[src/rtl/ex_hazard_ctrl.sv]
// Hazard/forwarding controller for the 5-stage MIPS core, plus the IDLE/RUN/DONE
// sequencer that holds EX and bubbles MEM while an iterative mult/div runs.
module ex_hazard_ctrl #(
    parameter int op_width          = 5,
    parameter int forward_sel_width = 2,
    parameter int mc_latency        = 32,
    parameter int cnt_width         = 6
) (
    input  logic                         clk,
    input  logic                         rst,
    input  logic [op_width-1:0]          rs_d,
    input  logic [op_width-1:0]          rt_d,
    input  logic [op_width-1:0]          rs_e,
    input  logic [op_width-1:0]          rt_e,
    input  logic [op_width-1:0]          write_reg_e,
    input  logic [op_width-1:0]          write_reg_m,
    input  logic [op_width-1:0]          write_reg_w,
    input  logic                         reg_write_e,
    input  logic                         reg_write_m,
    input  logic                         reg_write_w,
    input  logic                         mem_to_reg_e,
    input  logic                         mem_to_reg_m,
    input  logic                         branch_d,
    input  logic                         mc_start_e,
    output logic [forward_sel_width-1:0] forward_ae,
    output logic [forward_sel_width-1:0] forward_be,
    output logic                         forward_ad,
    output logic                         forward_bd,
    output logic                         stall_f,
    output logic                         stall_d,
    output logic                         stall_e,
    output logic                         flush_e,
    output logic                         flush_m,
    output logic                         mc_busy,
    output logic                         mc_done,
    output logic [cnt_width-1:0]         mc_count,
    output logic [1:0]                   mc_state
);

    typedef enum logic [1:0] {
        IDLE = 2'd0,
        RUN  = 2'd1,
        DONE = 2'd2
    } mc_state_t;

    localparam logic [forward_sel_width-1:0] FWD_RF  = forward_sel_width'(0);
    localparam logic [forward_sel_width-1:0] FWD_WB  = forward_sel_width'(1);
    localparam logic [forward_sel_width-1:0] FWD_MEM = forward_sel_width'(2);
    localparam logic [cnt_width-1:0]         CNT_LOAD = cnt_width'(mc_latency - 1);

    mc_state_t            state, state_next;
    logic [cnt_width-1:0] count, count_next;
    logic                 lw_stall, br_stall, mc_hold;

    // Register 0 is hardwired to zero, so it never creates a dependency.
    function automatic logic hit(input logic [op_width-1:0] a, input logic [op_width-1:0] b);
        return (a != '0) && (a == b);
    endfunction

    always_ff @(posedge clk) begin
        if (rst) begin
            state <= IDLE;
            count <= '0;
        end else begin
            state <= state_next;
            count <= count_next;
        end
    end

    always_comb begin
        state_next = state;
        count_next = count;
        unique case (state)
            IDLE: begin
                if (mc_start_e) begin
                    state_next = RUN;
                    count_next = CNT_LOAD;
                end
            end
            RUN: begin
                if (count == '0) state_next = DONE;
                else             count_next = count - 1'b1;
            end
            DONE:    state_next = IDLE;
            default: state_next = IDLE;
        endcase
    end

    always_comb begin
        mc_hold  = ((state == IDLE) && mc_start_e) || (state == RUN);
        lw_stall = mem_to_reg_e && (hit(write_reg_e, rs_d) || hit(write_reg_e, rt_d));
        br_stall = branch_d &&
                   ((reg_write_e  && (hit(write_reg_e, rs_d) || hit(write_reg_e, rt_d))) ||
                    (mem_to_reg_m && (hit(write_reg_m, rs_d) || hit(write_reg_m, rt_d))));

        forward_ae = FWD_RF;
        forward_be = FWD_RF;
        forward_ad = 1'b0;
        forward_bd = 1'b0;
        stall_f    = 1'b0;
        stall_d    = 1'b0;
        stall_e    = 1'b0;
        flush_e    = 1'b1;
        flush_m    = 1'b1;

        // Reset keeps everything quiet except the flushes, which bubble EX/MEM.
        if (!rst) begin
            if (reg_write_m && hit(write_reg_m, rs_e))      forward_ae = FWD_MEM;
            else if (reg_write_w && hit(write_reg_w, rs_e)) forward_ae = FWD_WB;
            if (reg_write_m && hit(write_reg_m, rt_e))      forward_be = FWD_MEM;
            else if (reg_write_w && hit(write_reg_w, rt_e)) forward_be = FWD_WB;
            forward_ad = reg_write_m && hit(write_reg_m, rs_d);
            forward_bd = reg_write_m && hit(write_reg_m, rt_d);
            stall_f    = lw_stall || br_stall || mc_hold;
            stall_d    = lw_stall || br_stall || mc_hold;
            stall_e    = mc_hold;
            flush_m    = mc_hold;
            // EX is frozen during mc_hold, so a pending hazard waits rather than flushing it.
            flush_e    = (lw_stall || br_stall) && !mc_hold;
        end
    end

    assign mc_busy  = (state == RUN);
    assign mc_done  = (state == DONE);
    assign mc_count = count;
    assign mc_state = state;

endmodule

[config.mk]
export PLATFORM = sky130hd
export DESIGN_NAME = ex_hazard_ctrl
export DESIGN_NICKNAME = d
export VERILOG_FILES = /design/src/rtl/ex_hazard_ctrl.sv
export SDC_FILE = /design/constraint.sdc
export NUM_CORES = 1
export LEC_CHECK = 0
export CAP_MARGIN = 0
export CORE_AREA = 5 5 44 84
export DETAILED_ROUTE_END_ITERATION = 10
export DIE_AREA = 0 0 49 89
export GPL_ROUTABILITY_DRIVEN = 1
export PLACE_DENSITY = 0.78
export SETUP_SLACK_MARGIN = 0.3
export SLEW_MARGIN = 5
export SYNTH_ARGS = -nofsm -noshare
export SYNTH_HDL_FRONTEND = slang
export SYNTH_SLANG_ARGS = --single-unit
[constraint.sdc]
create_clock -name clk -period 2.85 [get_ports clk]
set_clock_uncertainty 0.15 [all_clocks]
set_input_delay 0.4275 -clock clk [delete_from_list [all_inputs] [get_ports clk]]
set_output_delay 0.4275 -clock clk [all_outputs]
set_load 0.01 [all_outputs]
After elaboration in Yosys (flattened, before gate mapping) --
Index checks and enable logic that the tools add are counted.
Operators by class: reduce and logical (&&, ||, !) cells 35, equal/unequal tests 13, bitwise operators 0, shift operators 0, multiply operators 0, div/mod/pow operators 0, muxes and demuxes 18, $add $sub $neg 1, order comparisons 0
Operators by type and width (count):
- $eq 5x5->1 | 8
- $logic_and 1x1->1 | 20
- $reduce_bool 5->1 | 3
- $mux 2 | 6
- $mux 6 | 2
- $pmux 6 s2 | 1
- $mux 1 | 8
- $logic_not 6->1 | 1
- $logic_or 1x1->1 | 6
- $sub 6x1->6 const B | 1
- $ne 2x2->1 const B | 2
- $pmux 2 s2 | 1
- $reduce_and 3->1 | 1
- $eq 2x1->1 const B | 1
- $eq 2x2->1 const B | 1
- $logic_not 2->1 | 1
- $ne 2x1->1 const B | 1
- $reduce_and 2->1 | 1
- $reduce_bool 2->1 | 1
- $logic_not 1->1 | 1
Storage, ports and cells: bits in read-only memories 0, memories 0, latch bits 0, word-level logic and storage cells 69, bits in registers 8, memory bits (writable) 0, output and inout bits 21, input bits 44

Depth between registers and ports, before layout --
word-level depth 9, gate-level depth with buffers 7

Worst setup path after synthesis --
OpenSTA, ideal clock, no wires.
path type in2out, start in write_reg_m[2], end out stall_f, path slack 395 ps, path buffers 2, arrival time 1878 ps, stages on the path 7, path through buf_4 or4_4 o211ai_2 nor2_1 o21a_1 a311o_1 buf_4
Between the ends: longest elaborated chain between the ends 9, elaborated cells between the ends (all ways) 12
Ends and longest elaborated chain:
- from (decl) | RTL line 16 | input logic [op_width-1:0] write_reg_m,
- $eq 5x5->1 or $reduce_bool 5->1 (tied branches) | RTL line 57 | return (a != '0) && (a == b);
- $logic_and 1x1->1 | RTL line 57
- $logic_or 1x1->1 (*) | RTL line 94 | (mem_to_reg_m && (hit(write_reg_m, rs_d) || hit(write_reg_m, rt_d))));
- $logic_and 1x1->1 (*) | RTL line 94
- $logic_or 1x1->1 (*) | RTL line 93 | ((reg_write_e && (hit(write_reg_e, rs_d) || hit(write_reg_e, rt_d))) ||
- $logic_and 1x1->1 (*) | RTL line 92 | br_stall = branch_d &&
- $logic_or 1x1->1 (*) (2 in series)
- $mux 1 (*)
- to (decl) | RTL line 29 | output logic stall_f,
Every way passes the cells marked *; elsewhere a longest branch is shown, timed or not.

Worst setup path after layout --
start in rst, end out forward_be[0]
Between the ends: longest elaborated chain between the ends 1
Ends and longest elaborated chain:
- from (decl) | RTL line 10 | input logic rst,
- $mux 2 | RTL line 107 | if (!rst) begin
- to (decl) | RTL line 26 | output logic [forward_sel_width-1:0] forward_be,
No other way between the ends.

==> summary.json <==
{
  "outcome": "completed",
  "async_flop_share_pct": 0,
  "portion_of_total_power_attributed_to_sequential_cells_pct": 24.1,
  "detail_route.wl_per_cell_um": 15.2,
  "grt_pass1_wl_um": 5730,
  "place_ws_ns": -0.276,
  "power.switching_fraction_pct": 34.2,
  "vdd.ir_drop.worst_v": 0.000148,
  "pin_slew_with_the_least_headroom_to_its_limit_ns": 0.495,
  "worstSkewPairLatency_ns": 0.23,
  "clock_tree.root_cell": "clkbuf_8",
  "period_minus_slack_ns": 2.50,
  "share_comb_of_total_power_pct": 52.4,
  "intPower_uw": 387,
  "synth_area_leaders": "xnor2_1, dfxtp_1, xor2_1",
  "leakage_uw": 0.000749,
  "cp.arrival_ns": 1.92,
  "largest_area_contributor_in_the_synthesized_netlist": "xnor2_1",
  "first_global_vias": 1345,
  "drt_wl_total_um": 3670,
  "total_number_of_yosys_warnings": 0,
  "drtIter0Drc": 31,
  "ioPinCount": 65,
  "design.die.area_um2": 4360,
  "share_clk_of_total_power_pct": 23.5,
  "starting_density_pct": 35.7,
  "yosys.cell_count.top_type": "xnor2_1",
  "grt.overflow.total": 0,
  "antenna_cells": 0,
  "place_hpwl_um": 3230,
  "tritoncts_clock_tree": "yes",
  "grt_setup_unrepaired": "false",
  "numClockSinks": 8,
  "cts_buffers": 3,
  "final_hold_viol_count": 0,
  "fillerInstances": 261,
  "worst_path_maximum_fanout": 2,
  "core-area_um2": 2940,
  "initial_antenna_violation_count": 0,
  "ys_ff_latch": 8,
  "grt_util_all_layers_pct": 16.5,
  "cap_viol_max_count": 0,
  "hold_bufs_at_cts": 0,
  "synth.top_cells.by_count": "xnor2_1, xor2_1, nand3_1, nor3_1",
  "synth_area_um2": 1050,
  "period_share_pct": 87.7,
  "layout.core_utilization_pct": 63.7,
  "crit_type": "input pin to primary output",
  "detail_route.first_pass.iterations": 4,
  "critPathSlowestCell": "or4_1",
  "clock_path_buffers": 2,
  "hold_start": "mc_count[0]",
  "timing.rr.start": "mc_count[0]",
  "timing.max_slew.rel_slack_pct": 66.7,
  "slowest_delay_ns": 0.53,
  "synth_edf_count": 0,
  "setup_viol": 0,
  "synth-seq-area-share_pct": 15.3,
  "syn_inst": 133,
  "die_w_um": 49,
  "rows": 28,
  "switching_power_uw": 201,
  "final_antenna_net_count": 0,
  "post_cts_buffers": 0,
  "synth_top_area_share_pct": 23.4,
  "timing.final.ws_setup_ns": 0.351,
  "post_route_cells_drive_above_1_share_pct": 21.2,
  "routability_driven_placement_congestion_ratio": 0.753,
  "pwr_density_cell_nw_per_um2": 314,
  "clk_pin_slew_worst_paths_ns": 0.04,
  "crit_path_start_kind": "input pin",
  "synth.lib_cells_used.distinct": 34,
  "portBuffers": 64,
  "routed_via_density": 5.27,
  "maximum_number_of_pins_on_one_net_before_global_route_repair": 14,
  "timing.hold.ws_ns": 0.391,
  "slew_viol_final": 0,
  "drc": 0,
  "critical_path.endpoint_type": "primary output",
  "worst_hold_path_type": "register to register",
  "area_growth_pct": 78.5,
  "cell_count_post_placement": 239,
  "dominantRegCellSynth": "dfxtp_1",
  "synth_area_per_cell_um2": 7.89,
  "fmax_mhz": 400,
  "fp.dieH_um": 89,
  "synthesized_nets": 179,
  "vias": 1275,
  "critical_path.cell_chain": "clkdlybuf4s50_1, inv_2, o211ai_1, or4_1, nor4_2, buf_2",
  "final_nets": 260,
  "h-tree-depth": 1,
  "worst_ep_required_time_ns": 2.27,
  "final_cell_count_no_fill": 242,
  "worstSetupStartpoint": "rst"
}
cell usage in the layout (no fill, tap or decap), types with 6 or more instances in the layout:
master,netlist,layout
dfxtp_1,8,8
nand2_1,8,8
nor3_1,11,8
buf_4,2,19
xor2_1,16,16
clkdlybuf4s50_1,0,44
buf_2,0,6
xnor2_1,28,28
nand3_1,11,11
nor2_1,8,8
routing by layer:
layer  vias up  part of all wire [%]  global-route usage (%)
li1        613                     -                       -
met3        19                   5.5                    2.50
met2        55                    59                    35.1
met1       588                    30                    13.1
met5         -                     0                       0
met4         0                   5.1                    10.0
critical path, delay by kind of cell:
family	cells	cell delay, ns
and+or+nand+nor	2	0.68
AOI/OAI and AO/OA	1	0.11
buffers and inverters	3	0.72
worst paths after layout:
| check | slack, ns | depth (start not counted) | endpoint |
|---|---|---|---|
| setup / recovery | 0.35 | 6 | forward_be[0] |
| hold / removal | 0.39 | 1 | mc_count[0] |
| setup reg to reg | 1.05 | 6 | mc_count[2] |
| hold reg to reg | 0.39 | 1 | mc_count[0] |
power by group through the flow:
stage	Clock (uW)	Sequential (uW)	Combinational, uW
global placement	0	142	301
finish	138	142	308
detailed placement	0	144	310
CTS	138	142	310
floorplan	0	147	143
global route	145	143	335
repair_timing:
item,CTS,global route
gates cloned,0,0
endpoints found under the setup margin,9,10
gates resized for setup,47,7
pin swaps,7,6
flip-flops by register name, summed over array words and instances (netlist names):
signal    cells
mc_count      6
mc_state      2
logic make-up (layout without fill, tap and decap cells):
family          Yosys count  count (layout)  share of synthesized area, %
buf+inv                  11              90                          7.15
xor+xnor                 44              44                          36.7
simple gates             53              53                          27.4
fa+ha+maj                 2               2                          2.38
flops                     8               8                          15.3
compound gates           15              15                          11.1
through the flow:
| stage | area (um2) | setup TNS, ns | power (uW) |
|---|---|---|---|
| 4_1_cts | 1860 | 0 | 590 |
| 3_5_place_dp | 1810 | -1.52 | 454 |
| 6_report | 1870 | 0 | 588 |
| 2_1_floorplan | 1050 | 0 | 290 |
| 5_1_grt | 1870 | 0 | 622 |
| 3_3_place_gp | 1810 | -1.24 | 443 |
final cells by class:
cell class | instances | area, um2 | area share [%]
Timing Repair Buffer | 84 | 768 | 41.0
Tap cell | 30 | 37.5 | 2.00
Multi-Input combinational cell | 114 | 856 | 45.7
Sequential cell | 8 | 160 | 8.54
Inverter | 3 | 11.3 | 0.601
Clock buffer | 3 | 41.3 | 2.20
No activity file was read; power rests on OpenSTA's default activity.
